### config.mk
export PLATFORM = sky130hd
export DESIGN_NAME = rs_alloc_ctrl
export DESIGN_NICKNAME = d
export VERILOG_FILES = /design/src/rtl/rs_alloc_ctrl.sv
export SDC_FILE = /design/constraint.sdc
export NUM_CORES = 1
export LEC_CHECK = 0
export BUFFER_PORTS_ARGS = -buffer_cell sky130_fd_sc_hd__buf_2
export CAP_MARGIN = 20
export CORE_UTILIZATION = 48
export CTS_CLUSTER_SIZE = 25
export DETAILED_ROUTE_END_ITERATION = 16
export HOLD_SLACK_MARGIN = 0.05
export PLACE_DENSITY = 0.76
export SYNTH_ARGS = -nofsm -noshare
export SYNTH_HDL_FRONTEND = slang
export SYNTH_SLANG_ARGS = --single-unit
### constraint.sdc
create_clock -name clock -period 19.7 [get_ports clock]
set_input_delay 0 -clock clock [delete_from_list [all_inputs] [get_ports clock]]
set_output_delay 0 -clock clock [all_outputs]
set_load 0.01 [all_outputs]
### src/rtl/rs_alloc_ctrl.sv
// Reservation-station occupancy controller: tracks busy entries and hands free entries
// to dispatch slots, lowest index first and strictly in slot order.
module rs_alloc_ctrl #(
  parameter int unsigned RS_DEPTH       = 64,
  parameter int unsigned DISPATCH_WIDTH = 2,
  parameter int unsigned CNT_W          = $clog2(RS_DEPTH + 1),
  parameter int unsigned CAP_W          = $clog2(DISPATCH_WIDTH + 1)
) (
  input  logic                                     clock,
  input  logic                                     reset,
  input  logic                                     flush,
  input  logic [DISPATCH_WIDTH-1:0]                disp_valid_vec,
  output logic [DISPATCH_WIDTH-1:0][RS_DEPTH-1:0]  disp_grant_vec,
  output logic [DISPATCH_WIDTH-1:0]                disp_accept_vec,
  input  logic [RS_DEPTH-1:0]                      issue_release_vec,
  output logic [RS_DEPTH-1:0]                      busy_vec,
  output logic [CNT_W-1:0]                         free_count,
  output logic [CAP_W-1:0]                         free_slots,
  output logic                                     full
);

  logic [RS_DEPTH-1:0] busy_q, busy_d;
  logic [CNT_W-1:0]    free_q, free_d;
  logic [RS_DEPTH-1:0] grant_any;
  logic [CNT_W-1:0]    acc_cnt, rel_cnt;

  // A slot that finds no free entry blocks every higher slot for the rest of the cycle.
  always_comb begin : slot_scan
    logic [RS_DEPTH-1:0] mask;
    logic                blocked;
    logic                found;
    mask            = busy_q;
    blocked         = flush;
    found           = 1'b0;
    disp_grant_vec  = '0;
    disp_accept_vec = '0;
    grant_any       = '0;
    for (int i = 0; i < DISPATCH_WIDTH; i++) begin
      found = 1'b0;
      if (disp_valid_vec[i] && !blocked) begin
        for (int j = 0; j < RS_DEPTH; j++) begin
          if (!found && !mask[j]) begin
            disp_grant_vec[i][j] = 1'b1;
            found                = 1'b1;
          end
        end
        if (found) begin
          disp_accept_vec[i] = 1'b1;
          mask               = mask | disp_grant_vec[i];
          grant_any          = grant_any | disp_grant_vec[i];
        end else begin
          blocked = 1'b1;
        end
      end
    end
  end

  always_comb begin
    acc_cnt = '0;
    rel_cnt = '0;
    for (int i = 0; i < DISPATCH_WIDTH; i++) begin
      acc_cnt = acc_cnt + CNT_W'(disp_accept_vec[i]);
    end
    // Releases of idle entries are ignored, so only busy ones add back to the count.
    for (int j = 0; j < RS_DEPTH; j++) begin
      rel_cnt = rel_cnt + CNT_W'(issue_release_vec[j] & busy_q[j]);
    end
  end

  always_comb begin
    if (flush) begin
      busy_d = '0;
      free_d = CNT_W'(RS_DEPTH);
    end else begin
      busy_d = (busy_q | grant_any) & ~issue_release_vec;
      free_d = free_q - acc_cnt + rel_cnt;
    end
  end

  always_ff @(posedge clock) begin
    if (reset) begin
      busy_q <= '0;
      free_q <= CNT_W'(RS_DEPTH);
    end else begin
      busy_q <= busy_d;
      free_q <= free_d;
    end
  end

  assign busy_vec   = busy_q;
  assign free_count = free_q;
  assign free_slots = (free_q < CNT_W'(DISPATCH_WIDTH)) ? CAP_W'(free_q)
                                                        : CAP_W'(DISPATCH_WIDTH);
  assign full       = (free_q == '0);

endmodule

==> out/summary.txt, run 1 <==
Run status: finished clean
Post-detailed-route count of antenna-violating nets: 0
Required @ worst endpoint: 19.94 ns
Post-route clock period utilization: 0.512
Leading area contributor after synthesis: dfxtp_1
Synthesized netlist net count: 1,261
Cell mode on critical path: fa_1
Footprint of the multi-input gates: 0.00625 mm2
CP delay by family, top: adder cells
Setup repair after global routing missed its margin: false
Total area of sequential cells: 0.00142 mm2
Final RePlAce weighted congestion: 0.968
Final routed wirelength across all metal layers: 31.0 mm
Worst voltage drop across the vdd grid: 40.4 uV
CTS H-Tree Depth: 3
Placeable core area: 0.0168 mm2
Height of the die: 134 um
Number of placed I/O pins: 273
Global-route wire length before repair: 48.2 mm
Summed negative setup slack over all endpoints: 0 ns
Cell chosen for the clock root: clkbuf_16
Crit path max-delay cell type: a21oi_1
Post-Synth Adder-Cell Area: 0.216
Worst Path Arrival: 10.34 ns
Count of warnings emitted by yosys: 0
GRT Resource Usage Total: 0.348
Tightest Pin Transition: 1.05 ns
Skew-Pair Late Insertion Delay: 0.36 ns
Largest net degree at the start of global routing: 71
Share of post-route cells with drive strength above 1: 0.241
Finished layout cell area: 0.0106 mm2
Synthesized area divided by synthesized cell count: 7.55 um2
Max-Cap Viols: 0
Kind of end point of the critical path: flip-flop
Starting density of the core: 0.496
Post-detailed-placement cell area: 0.00961 mm2
Main combinational cell family by area after synthesis: simple AND/OR/NAND/NOR gates
Post-layout net count: 1,530
Final setup fails: 0
CTS Hold Buffers Added: 65
Antenna violations before repair: 0
#FFs+latches synth: 71
Rel. slew slack: 0.297
Post-CTS repair timing setup buffer count: 0
Post-detailed-route DRC marker count: 0
Number of global-route vias before repair: 8,791
Count of TritonRoute iterations in the first routing pass: 8
Worst hold path class: input pin to flip-flop
Total of cells resized after clock tree synthesis: 0
Die Area: 0.0178 mm2
Crit Path Class: flip-flop to flip-flop
Count of endpoints failing hold in the final timing report: 0
Final worst setup slack: 9.60 ns
Wire length per cell after detailed routing: 19.4 um
Layout-stage area growth over the synthesis result: 27.2%
CP Buf/Inv Count: 1
Predominant post-synthesis flop cell: dfxtp_1
Top cells by area, synth: dfxtp_1 (17%), fa_1 (14%), nor3_1 (7.6%)
Peak Freq: 99.0 MHz
Post-synthesis cell type count: 76
Maximum fanout along the worst path: 23
Synth Area in Simple Gates: 0.361
Netlist area before placement: 0.00831 mm2
Number of DRC markers in iteration 0: 939
Clock-pin slew of the registers on the worst-case setup and hold paths: 0.06 ns
Yosys top cell area share: 0.171
Shortest clock period the worst path allows after layout: 10.10 ns
Clock tree from TritonCTS: yes
Vias: 9,659
Synth Instances: 1,100
Pwr dens: 39.1 mW/mm2
Proportion of synthesized area in mux cells: 0
Number of diodes added for antenna fixing: 0
# port buffers: 272
CTS max path bufs: 2
Area fraction in compound gates after synthesis: 0.140
Placement Rows: 47
Place WS: 9.89 ns
Post-DP HPWL: 23.7 mm
Overflow left after global routing: 0
Overall die width: 134 um
Mean number of vias per cell: 6.06
Number of fillers in the final layout: 1,524
Startpoint kind of the worst setup timing path: flip-flop
Fraction of synthesis flops using an asynchronous set or reset pin: 0
Clock skew after layout: 0.00955 ns
CTS sink count: 71
Delay of the slowest critical-path stage: 0.91 ns
Number of flops mapped to enable cells by yosys: 0
Portion of the post-synthesis area used by sequential elements: 0.171
Clock buffers created by TritonCTS: 9
Final-report max-slew violation count: 0
Reported leakage power: 4.70 nW
Share of the synthesized netlist area taken by xor and xnor gates: 0.0348
-- layout by cell type (no fill, tap or decap), drive strengths merged, types with 36 or more instances in the layout --
cell type    netlist  layout
inv               75      75
buf               28     274
fa                58      58
nand2            115     115
and2              40      40
nor2             101     101
dfxtp             71      71
dlygate4sd3        0      65
nand3             36      36
nor3             132     132
-- metrics by stage --
| stage | utilization | std cells | power, mW | hold WS (ns) |
|---|---|---|---|---|
| floorplan | - | 1100 | 0.202 | 0.0728 |
| detailed placement | 0.573 | 1513 | 0.228 | 0.174 |
| global route | 0.631 | 1594 | 0.432 | 0.269 |
| CTS | 0.631 | 1594 | 0.415 | 0.210 |
| finish | 0.631 | 1594 | 0.413 | 0.217 |
| global placement | 0.573 | 1513 | 0.226 | 0.176 |
-- where the power goes --
group | switching [mW] | leakage, nW | internal (mW)
Sequential | 0.00223 | 0.573 | 0.146
Combinational | 0.0435 | 3.97 | 0.0440
Clock | 0.0692 | 0.156 | 0.108
Total | 0.115 | 4.70 | 0.298
-- logic make-up (layout without fill, tap and decap cells) --
family | after synthesis | after routing
buffers and inverters | 156 | 430
AOI/OAI and AO/OA | 161 | 161
and+or+nand+nor | 567 | 567
adders and majority gates | 112 | 112
xor gates and xnor gates | 33 | 33
DFF | 71 | 71
-- routing by layer --
metal	vias to the layer above	part of all wire	track usage	routed length, um
met5	-	0	0	0
met4	0	0.037	0.145	1140
met3	86	0.092	0.0426	2850
met2	608	0.46	0.558	14300
met1	4544	0.41	0.471	12700
li1	4421	-	-	-
-- cells in the mapped netlist, types with 11 or more instances --
| cell type | n |
|---|---|
| a211oi_1 | 22 |
| a21oi_1 | 33 |
| a31oi_1 | 14 |
| and2_1 | 39 |
| and3_1 | 25 |
| and4_1 | 16 |
| buf_2 | 22 |
| clkbuf_1 | 52 |
| dfxtp_1 | 71 |
| fa_1 | 58 |
| ha_1 | 34 |
| inv_1 | 75 |
| maj3_1 | 14 |
| nand2_1 | 113 |
| nand3_1 | 36 |
| nand4_1 | 21 |
| nor2_1 | 101 |
| nor2b_1 | 12 |
| nor3_1 | 126 |
| nor3b_1 | 13 |
| o21a_1 | 17 |
| o21ai_0 | 11 |
| or3_1 | 13 |
| xnor2_1 | 27 |
-- worst register-to-register path: cells and delay by family (launching register included) --
family / cells / cell delay, ns
AO/OA/AOI/OAI: 6 / 1.88
buffers and inverters: 1 / 0.32
adder cells (fa/ha/maj): 10 / 4.67
XOR/XNOR: 1 / 0.17
flip-flops: 1 / 0.59
AND/OR/NAND/NOR: 9 / 2.37
-- state kept, by name, summed over array words and instances (netlist names) --
name        flops
free_count      7
busy_vec       64
-- final cells by class --
cell class / instances / area share
clock inverter: 3 / 0.00379
multi-input combinational: 873 / 0.592
clock buffer: 13 / 0.0256
inverter: 75 / 0.0266
tap: 220 / 0.0260
timing repair buffer: 339 / 0.192
sequential: 71 / 0.134
-- worst paths after layout --
| check | cells after the start | startpoint | slack (ns) | endpoint |
|---|---|---|---|---|
| worst min-delay path | 4 | flush | 0.22 | busy_vec[0] |
| worst max register to register | 27 | busy_vec[1] | 9.60 | free_count[6] |
| worst max-delay path | 27 | busy_vec[1] | 9.60 | free_count[6] |
| worst min register to register | 2 | busy_vec[9] | 0.57 | busy_vec[9] |
Power figures use the tool's default switching activity.
==> inputs of run 2 (changes only) <==
- PLACE_DENSITY: 0.76 -> 0.79
- clock period: 19.7 -> 8.1 ns (I/O delays scaled with it)
==> run 2 against run 1 <==
  * Core utilization is 6.6 points higher
  * Combinational power rose to 2.5 times the previous value
  * Sequential power rose by 140%
  * Critical path type unchanged
  * Largest power group unchanged
  * Sequential share of layout area decreased by 1.1 points
  * Setup slack got worse by 9.6 ns
  * Clock power increased by 140%
  * First-iteration DRC count rose by 6.8%
  * Hold slack improved by 0.099 ns
  * Clock skew rose by 0.0037 ns
  * Non-clock buffer count increased by 130
==> out/summary.txt, run 2 (same netlist as run 1, synthesis figures left out) <==
Cell chosen for the clock root: clkbuf_16 (unchanged)
Clock buffers created by TritonCTS: 9 (unchanged)
Sum of internal, switching and leakage power: 1.00 mW (was 0.413 mW)
CTS H-Tree Depth: 3 (unchanged)
Post-detailed-route DRC marker count: 0 (unchanged)
Vias: 10.3k (was 9,659)
Final setup fails: 0 (unchanged)
Layout Cells excl Fill: 1,724 (was 1,594)
# port buffers: 272 (unchanged)
Rel. slew slack: 0.344 (was 0.297)
Worst voltage drop across the vdd grid: 92.9 uV (was 40.4 uV)
Summed negative setup slack over all endpoints: 0 ns (unchanged)
Antenna violations before repair: 0 (unchanged)
Number of DRC markers in iteration 0: 1,003 (was 939)
Number of diodes added for antenna fixing: 0 (unchanged)
Cell Int Power: 0.719 mW (was 0.298 mW)
Shortest clock period the worst path allows after layout: 8.07 ns (was 10.10 ns)
Placeable core area: 0.0168 mm2 (unchanged)
Overflow left after global routing: 0 (unchanged)
Number of fillers in the final layout: 1,382 (was 1,524)
Layout-stage area growth over the synthesis result: 40.6% (was 27.2%)
Overall die width: 134 um (unchanged)
Share of post-route cells with drive strength above 1: 0.327 (was 0.241)
Proportion of power drawn by the clock network: 0.423 (was 0.429)
Die Area: 0.0178 mm2 (unchanged)
Maximum fanout along the worst path: 5 (was 23)
Final-report max-slew violation count: 0 (unchanged)
Crit Path Class: flip-flop to flip-flop (unchanged)
Commonest non-fill, non-tap cells in the layout: buf_2 (272), buf_4 (130), nor3_1 (125), nand2_1 (113), nor2_1 (99) (was buf_2 (272), nor3_1 (126), nand2_1 (113), nor2_1 (101), inv_1 (75))
Startpoint kind of the worst setup timing path: flip-flop (unchanged)
Peak Freq: 124 MHz (was 99.0 MHz)
Post-detailed-route count of antenna-violating nets: 0 (unchanged)
Count of TritonRoute iterations in the first routing pass: 6 (was 8)
Max FFs per register: 64 (unchanged)
Worst Path Arrival: 8.31 ns (was 10.34 ns)
Pwr dens: 85.8 mW/mm2 (was 39.1 mW/mm2)
Final RePlAce weighted congestion: 1.02 (was 0.968)
Run status: finished clean (unchanged)
Placement Rows: 47 (unchanged)
Most common cell after layout, fill and taps aside: buf_2 (unchanged)
Max-Cap Viols: 0 (unchanged)
Height of the die: 134 um (unchanged)
FF-to-FF setup slack: 0.03 ns (was 9.60 ns)
Post-Route Hold Slack: 0.316 ns (was 0.217 ns)
Reported leakage power: 5.41 nW (was 4.70 nW)
Switching share of power: 0.283 (was 0.278)
Mean number of vias per cell: 5.96 (was 6.06)
Total area of sequential cells: 0.00144 mm2 (was 0.00142 mm2)
Post-route clock period utilization: 0.997 (was 0.512)
Fraction of power consumed by combinational cells: 0.218 (was 0.212)
Clock tree from TritonCTS: yes (unchanged)
Clock skew after layout: 0.0133 ns (was 0.00955 ns)
Largest net degree at the start of global routing: 71 (unchanged)
Net switching component of the power: 0.284 mW (was 0.115 mW)
Sequential Power Share: 0.359 (about the same)
Setup repair after global routing missed its margin: true (was false)
Cells after DPL: 1,640 (was 1,513)
Number of global-route vias before repair: 9,742 (was 8,791)
Clock-pin slew of the registers on the worst-case setup and hold paths: 0.06 ns (about the same)
Global-route wire length before repair: 52.7 mm (was 48.2 mm)
Tightest Pin Transition: 0.976 ns (was 1.05 ns)
Starting density of the core: 0.496 (unchanged)
CTS max path bufs: 2 (unchanged)
Required @ worst endpoint: 8.34 ns (was 19.94 ns)
Number of placed I/O pins: 273 (unchanged)
Footprint of the multi-input gates: 0.00637 mm2 (was 0.00625 mm2)
Wire length per cell after detailed routing: 19.8 um (was 19.4 um)
Worst hold path class: input pin to flip-flop (unchanged)
Kind of end point of the critical path: flip-flop (unchanged)
GRT Resource Usage Total: 0.381 (was 0.348)
Post-layout net count: 1,660 (was 1,530)
Post-DP HPWL: 26.7 mm (was 23.7 mm)
Final routed wirelength across all metal layers: 34.1 mm (was 31.0 mm)
Count of endpoints failing hold in the final timing report: 0 (unchanged)
Skew-Pair Late Insertion Delay: 0.35 ns (was 0.36 ns)
CTS sink count: 71 (unchanged)
## run 2: cell count changes in the layout (fill, tap and decap cells not counted), sizes merged
cell	previous run	this run
buf	274	403
clkbuf	13	12
clkinv	2	3
clkinvlp	0	1
## run 2: layout make-up
type                       count  area share
tap                          220      0.0236
sequential                    71       0.123
timing repair buffer         469       0.257
multi-input combinational    873       0.545
inverter                      75      0.0241
clock buffer                  11      0.0216
clock inverter                 5     0.00482
## run 2: power groups by stage
| stage | sequential, mW | clock (mW) | combinational [mW] |
|---|---|---|---|
| after CTS | 0.360 | 0.419 | 0.217 |
| after global routing | 0.360 | 0.436 | 0.245 |
| after global placement | 0.367 | 0 | 0.183 |
| after floorplan | 0.369 | 0 | 0.122 |
| after detailed placement | 0.367 | 0 | 0.192 |
| final | 0.360 | 0.424 | 0.219 |
## run 2: worst paths after layout
check / from / endpoint / depth (start not counted)
worst max register to register: busy_vec[4] / free_count[6] / 26
worst min-delay path: flush / busy_vec[0] / 4
worst max-delay path: busy_vec[4] / free_count[6] / 26
worst min register to register: busy_vec[41] / busy_vec[41] / 3
## run 2: worst max-delay path, stage by stage (launching register included)
cell       delay (ns)
dfxtp_2          0.34
nand3_2          0.10
or4_4            0.58
or3_4            0.46
nor3_1           0.25
a31o_2           0.17
o21ai_2          0.08
a2111oi_4        0.31
and3_4           0.27
nor2_4           0.04
fa_1             0.50
fa_1             0.45
fa_1             0.51
fa_1             0.42
fa_1             0.51
fa_1             0.45
fa_1             0.53
fa_1             0.45
fa_2             0.38
fa_2             0.41
nor2b_2          0.15
o21ai_1          0.07
nand2b_1         0.10
a21o_1           0.12
a21oi_1          0.07
xnor2_1          0.16
nand2b_1         0.06
## run 2: repair_timing
| action | 4_1_cts | 5_1_grt |
|---|---|---|
| pin swaps | 2 | 3 |
| hold buffers | 65 | 0 |
| endpoints found under the hold margin | 64 | 0 |
| resized for setup | 6 | 17 |
| buffers inserted | 1 | 1 |
| setup endpoints to repair | 2 | 3 |
## run 2: per-layer routing
layer	up-vias	GRT usage	wire length, um
met5	-	0	0
met1	4862	0.494	13800
met3	113	0.0632	2920
met4	0	0.189	1500
met2	625	0.614	15900
li1	4683	-	-
## run 2: through the flow
stage               utilization  cell area [um2]  worst slack (ns)
floorplan                     -             8400           -0.0213
global placement          0.634            10600           -0.0501
detailed placement        0.634            10600            -0.135
CTS                       0.693            11600           -0.0592
global route              0.697            11700            -0.208
finish                    0.697            11700            0.0275
